===== config.mk =====
export PLATFORM = sky130hd
export DESIGN_NAME = hsi_s_rx_frm_ctrl
export DESIGN_NICKNAME = d
export VERILOG_FILES = /design/src/rtl/hsi_s_rx_frm_ctrl.sv
export SDC_FILE = /design/constraint.sdc
export NUM_CORES = 1
export LEC_CHECK = 0
export CAP_MARGIN = 10
export CELL_PAD_IN_SITES_DETAIL_PLACEMENT = 0
export CELL_PAD_IN_SITES_GLOBAL_PLACEMENT = 1
export CORE_MARGIN = 2
export CORE_UTILIZATION = 56
export DETAILED_ROUTE_END_ITERATION = 7
export GPL_TIMING_DRIVEN = 0
export PLACE_DENSITY = 0.9
export SLEW_MARGIN = 40
export SYNTH_ARGS = -nofsm -noshare
export SYNTH_HDL_FRONTEND = slang
export SYNTH_SLANG_ARGS = --single-unit

===== constraint.sdc =====
create_clock -name clk -period 4.9 [get_ports clk]
set_clock_uncertainty 0.1 [all_clocks]
set_input_delay 0.735 -clock clk [delete_from_list [all_inputs] [get_ports clk]]
set_output_delay 0.735 -clock clk [all_outputs]
set_load 0.01 [all_outputs]

===== src/rtl/hsi_s_rx_frm_ctrl.sv =====
// HSI slave receive frame controller: assembles one message into a single-frame buffer and
// hands committed frames to the consumer. Define HSI_RX_KEEP_BAD_FRAMES_EN to deliver bad frames.
module hsi_s_rx_frm_ctrl #(
  parameter int unsigned ADDR_W = 5
) (
  input  logic              clk,
  input  logic              n_rst,
  input  logic [7:0]        d,
  input  logic              d_rdy,
  input  logic              msg_end,
  input  logic [5:0]        rx_errs,
  input  logic              rd,
  input  logic              frm_ack,
  output logic [7:0]        q,
  output logic              q_vld,
  output logic              frm_rdy,
  output logic [ADDR_W:0]   frm_len,
  output logic [5:0]        frm_errs,
  output logic              frm_ovf,
  output logic [7:0]        drop_cnt
);

  localparam int unsigned     Depth    = 2 ** ADDR_W;
  localparam logic [ADDR_W:0] DepthCnt = (ADDR_W + 1)'(Depth);

`ifdef HSI_RX_KEEP_BAD_FRAMES_EN
  localparam bit KeepBad = 1'b1;
`else
  localparam bit KeepBad = 1'b0;
`endif

  typedef enum logic [1:0] {StIdle, StRecv, StReady, StSkip} state_e;

  state_e            state;
  logic [7:0]        mem [Depth];
  logic [ADDR_W:0]   wr_cnt;
  logic [ADDR_W:0]   rd_ptr;
  logic              overflow;
  logic              busy_in;

  logic              full;
  logic              wr_en;
  logic [ADDR_W-1:0] wr_addr;
  logic [ADDR_W:0]   cnt_nxt;
  logic              ovf_nxt;
  logic              commit;
  logic              bad;
  logic              busy_nxt;
  logic              rd_ok;
  logic              drop_inc;

  always_comb begin
    full     = (state == StRecv) && (wr_cnt == DepthCnt);
    wr_en    = ((state == StIdle) || (state == StRecv)) && d_rdy && !full;
    wr_addr  = (state == StIdle) ? '0 : wr_cnt[ADDR_W-1:0];
    cnt_nxt  = ((state == StIdle) ? '0 : wr_cnt) + {{ADDR_W{1'b0}}, wr_en};
    ovf_nxt  = (state == StRecv) && (overflow || (d_rdy && full));
    // An empty message in IDLE is not a frame; a byte arriving with msg_end is.
    commit   = msg_end && ((state == StRecv) || ((state == StIdle) && d_rdy));
    bad      = (rx_errs != 6'd0) || ovf_nxt;
    busy_nxt = msg_end ? 1'b0 : (busy_in || d_rdy);
    rd_ok    = (state == StReady) && rd && !frm_ack && (rd_ptr < frm_len);
    drop_inc = (commit && bad && !KeepBad) ||
               (((state == StReady) || (state == StSkip)) && msg_end);
  end

  always_ff @(posedge clk) begin
    if (wr_en) mem[wr_addr] <= d;
  end

  always_ff @(posedge clk or negedge n_rst) begin
    if (!n_rst) begin
      state    <= StIdle;
      wr_cnt   <= '0;
      rd_ptr   <= '0;
      overflow <= 1'b0;
      busy_in  <= 1'b0;
      q        <= 8'h00;
      q_vld    <= 1'b0;
      frm_rdy  <= 1'b0;
      frm_len  <= '0;
      frm_errs <= 6'd0;
      frm_ovf  <= 1'b0;
      drop_cnt <= 8'h00;
    end else begin
      q_vld <= 1'b0;
      if (drop_inc && (drop_cnt != 8'hFF)) drop_cnt <= drop_cnt + 8'd1;
      unique case (state)
        StIdle, StRecv: begin
          if (commit) begin
            frm_len  <= cnt_nxt;
            frm_errs <= rx_errs;
            frm_ovf  <= ovf_nxt;
            if (bad && !KeepBad) begin
              state    <= StIdle;
              wr_cnt   <= '0;
              overflow <= 1'b0;
            end else begin
              state    <= StReady;
              frm_rdy  <= 1'b1;
              wr_cnt   <= cnt_nxt;
              overflow <= ovf_nxt;
              rd_ptr   <= '0;
              busy_in  <= 1'b0;
            end
          end else if (state == StIdle) begin
            if (d_rdy) begin
              state  <= StRecv;
              wr_cnt <= cnt_nxt;
            end
          end else begin
            wr_cnt   <= cnt_nxt;
            overflow <= ovf_nxt;
          end
        end
        StReady: begin
          if (frm_ack) begin
            frm_rdy  <= 1'b0;
            rd_ptr   <= '0;
            wr_cnt   <= '0;
            overflow <= 1'b0;
            frm_ovf  <= 1'b0;
            busy_in  <= 1'b0;
            state    <= busy_nxt ? StSkip : StIdle;
          end else begin
            busy_in <= busy_nxt;
            if (rd_ok) begin
              q      <= mem[rd_ptr[ADDR_W-1:0]];
              q_vld  <= 1'b1;
              rd_ptr <= rd_ptr + 1'b1;
            end
          end
        end
        StSkip: begin
          if (msg_end) state <= StIdle;
        end
        default: state <= StIdle;
      endcase
    end
  end

endmodule

==> flow_summary.ini <==
[status]
status = finished clean

[drt]
first_pass_iters = 5
ant_nets = 0
wirelength_um = 27820
detail_route.drc_violations = 0
num_vias = 7027
wl_per_cell_um = 25.16
via_per_inst = 6.354
drt_iter0_markers = 732

[setup_path]
critical_path.top_delay_family = simple AND/OR/NAND/NOR gates
criticalPathCategory = input port to register
path_cells = clkdlybuf4s50_1 -> nor2b_1 -> and2_1 -> nand3b_1 -> nor2_1
start_kind = input port
cp_max_fo = 8
critPathBufInv = 1
cp_slowest_cell = nor2_1
critPathMaxStageDelay_ps = 810
arrival_ps = 3140
required_ps = 4970
crit_path_end_kind = register

[placement]
dp_hpwl_um = 18110
dpl_cell_area_um2 = 13140
io_buffers = 49
pre_cts_slack_ps = 1325
gp_congestion = 0.8399

[logic_synthesis]
synthTopCellsByArea = edfxtp_1, mux4_2, dfrtp_1
synthArstFlopShare = 0.1551
synth_top_area_frac = 0.6237
syn_nets = 748
synthCells = 719
synth_top_area_cell = edfxtp_1
synth_warnings = 0
synth_edf_count = 256
synth.distinct_cells = 64
yosysSeqAreaShare = 0.7191
syn-cell-area_um2 = 12330
synth-seq-cells = 303
synth-main-ff-cell = edfxtp_1
avgSynthCellArea_um2 = 17.14

[worst_hold_path]
hp-class = input port to register

[floorplanning]
initial_utilization = 0.5683
io_pins = 51
die_w_um = 152.4
rows = 54
die_area_um2 = 23210
die_h_um = 152.4
core_um2 = 21690

[pwr]
p_leak_nw = 4.787
powerDensity_nw_per_um2 = 518.7
ir_worst_vdd_uv = 338.8

[clock_tree]
htree_levels = 1
cts_inserted_buffers = 30
cts_root_buffer = clkbuf_16
clockBufferDepth = 3
cts_tree = yes
clk_pin_slew_ps = 60
cts.sinks = 303
post_cts.repair.setup_buffers = 0
clock_latency_ps = 550

[timing]
layout_setup_ws_ps = 1832
whs_ps = 315.7
slew_headroom = 0.4590
fin_crit_sh = 0.6261
fmax_ghz = 0.3260
worst_pin_slew_ps = 808.5
layout_min_cycle_time_ps = 3068
drv_slew = 0
final_hold_viol_count = 0
setup_tns_ps = 0
setup_viol = 0
rsz0062_at_grt = false

[grt]
grt_use_total = 0.2399
grt_pass1_wl_um = 42480
top_usage_layer = met2
met2_usage = 0.3764
grt.met1_usage = 0.3402
grt_start_max_net_pins = 34
use_met3 = 0.04721
grt_overflow = 0
grt_pass1_vias = 7145
grt_antenna_before_repair = 0

[layout]
nets = 831
layout_common_cells = edfxtp_1, mux4_2, nand2_1
multi_input_area_um2 = 3249
syn_to_final_growth_pct = 15.56
final_common_cell = edfxtp_1
stdcell_area_um2 = 14240
final_layout_size_suffix_gt1_frac = 0.1828
register_area_um2 = 8864
fill_cells = 1425
insertedDiodeCount = 0

[job]
cap_violations = 0
layer usage:
| layer | wire [µm] | up-vias |
|---|---|---|
| li1 | - | 3019 |
| met1 | 10980 | 3564 |
| met2 | 13290 | 388 |
| met3 | 2700 | 56 |
| met4 | 851 | 0 |
| met5 | 0 | - |
metrics by stage:
| stage | utilization | std cells | total power, mW |
|---|---|---|---|
| detailed placement | 0.6060 | 1049 | 4.952 |
| finish | 0.6567 | 1106 | 7.388 |
| global route | 0.6567 | 1106 | 7.640 |
| global placement | 0.6071 | 1048 | 4.905 |
| floorplan | - | 719 | 4.258 |
| CTS | 0.6559 | 1106 | 7.399 |
state kept, by name, indices dropped and copies added, names as in the netlist:
signal and cells:
busy_in 1, drop_cnt 8, frm_errs 6, frm_len 6
frm_ovf 1, frm_rdy 1, mem 256, overflow 1
q 8, q_vld 1, rd_ptr 6, state 2
wr_cnt 6
cell usage after synthesis (8+ instances only):
master and number:
a22oi_1 25, dfrtp_1 47, inv_1 11, mux4_2 58, nand2_1 55, nor2_1 55, nor2b_1 8, a21oi_1 22
ha_1 9, clkbuf_1 22, o21ai_0 10, mux2i_1 13, edfxtp_1 256, xor2_1 8, nand3_1 15
timing repair:
action / in CTS / in global routing
hold buffers: 1 / 0
hold endpoints to repair: 14 / 0
gates resized for setup: 0 / 0
area by class of cell:
type                    count  share of cell area
well taps                 280             0.02460
flip-flops and latches    303              0.6223
plain buffers              36             0.01300
repair buffers             51             0.03356
clock buffers              35             0.05552
multi-input cells         368              0.2281
inverters                  12            0.003162
clock inverters            21             0.01976
power breakdown:
group | leakage (nW) | internal [mW] | switching (mW)
Combinational | 1.35 | 0.862 | 0.999
Sequential | 2.92 | 2.93 | 0.135
Clock | 0.520 | 1.52 | 0.942
Total | 4.79 | 5.31 | 2.08
worst register-to-register path, cell delays in order, from the launching register on:
cell      delay (ps)
dfrtp_1          440
clkbuf_1         390
and2_1           240
nand3b_1         480
nor2_1           810
worst paths after layout:
check / from / cells past startpoint / slack [ps] / to
max: d_rdy / 5 / 1830 / mem[25][1]
min: msg_end / 2 / 320 / state[0]
max reg2reg: state[0] / 4 / 2060 / mem[25][1]
min reg2reg: frm_errs[3] / 2 / 380 / frm_errs[3]
max in group asynchronous: n_rst / 3 / 3760 / q[5]
min in group asynchronous: n_rst / 2 / 490 / frm_errs[3]
cells by family (layout without fill, tap and decap cells):
family | Yosys count | count (layout) | synth area share
adder cells (fa/ha/maj) | 9 | 9 | 0.009136
AND/OR/NAND/NOR | 170 | 170 | 0.06527
XOR/XNOR | 9 | 9 | 0.006396
buffers and inverters | 48 | 155 | 0.01868
AO/OA/AOI/OAI | 105 | 105 | 0.06091
flip-flops | 303 | 303 | 0.7191
multiplexers | 75 | 75 | 0.1205
(Power assumes the default switching activity.)
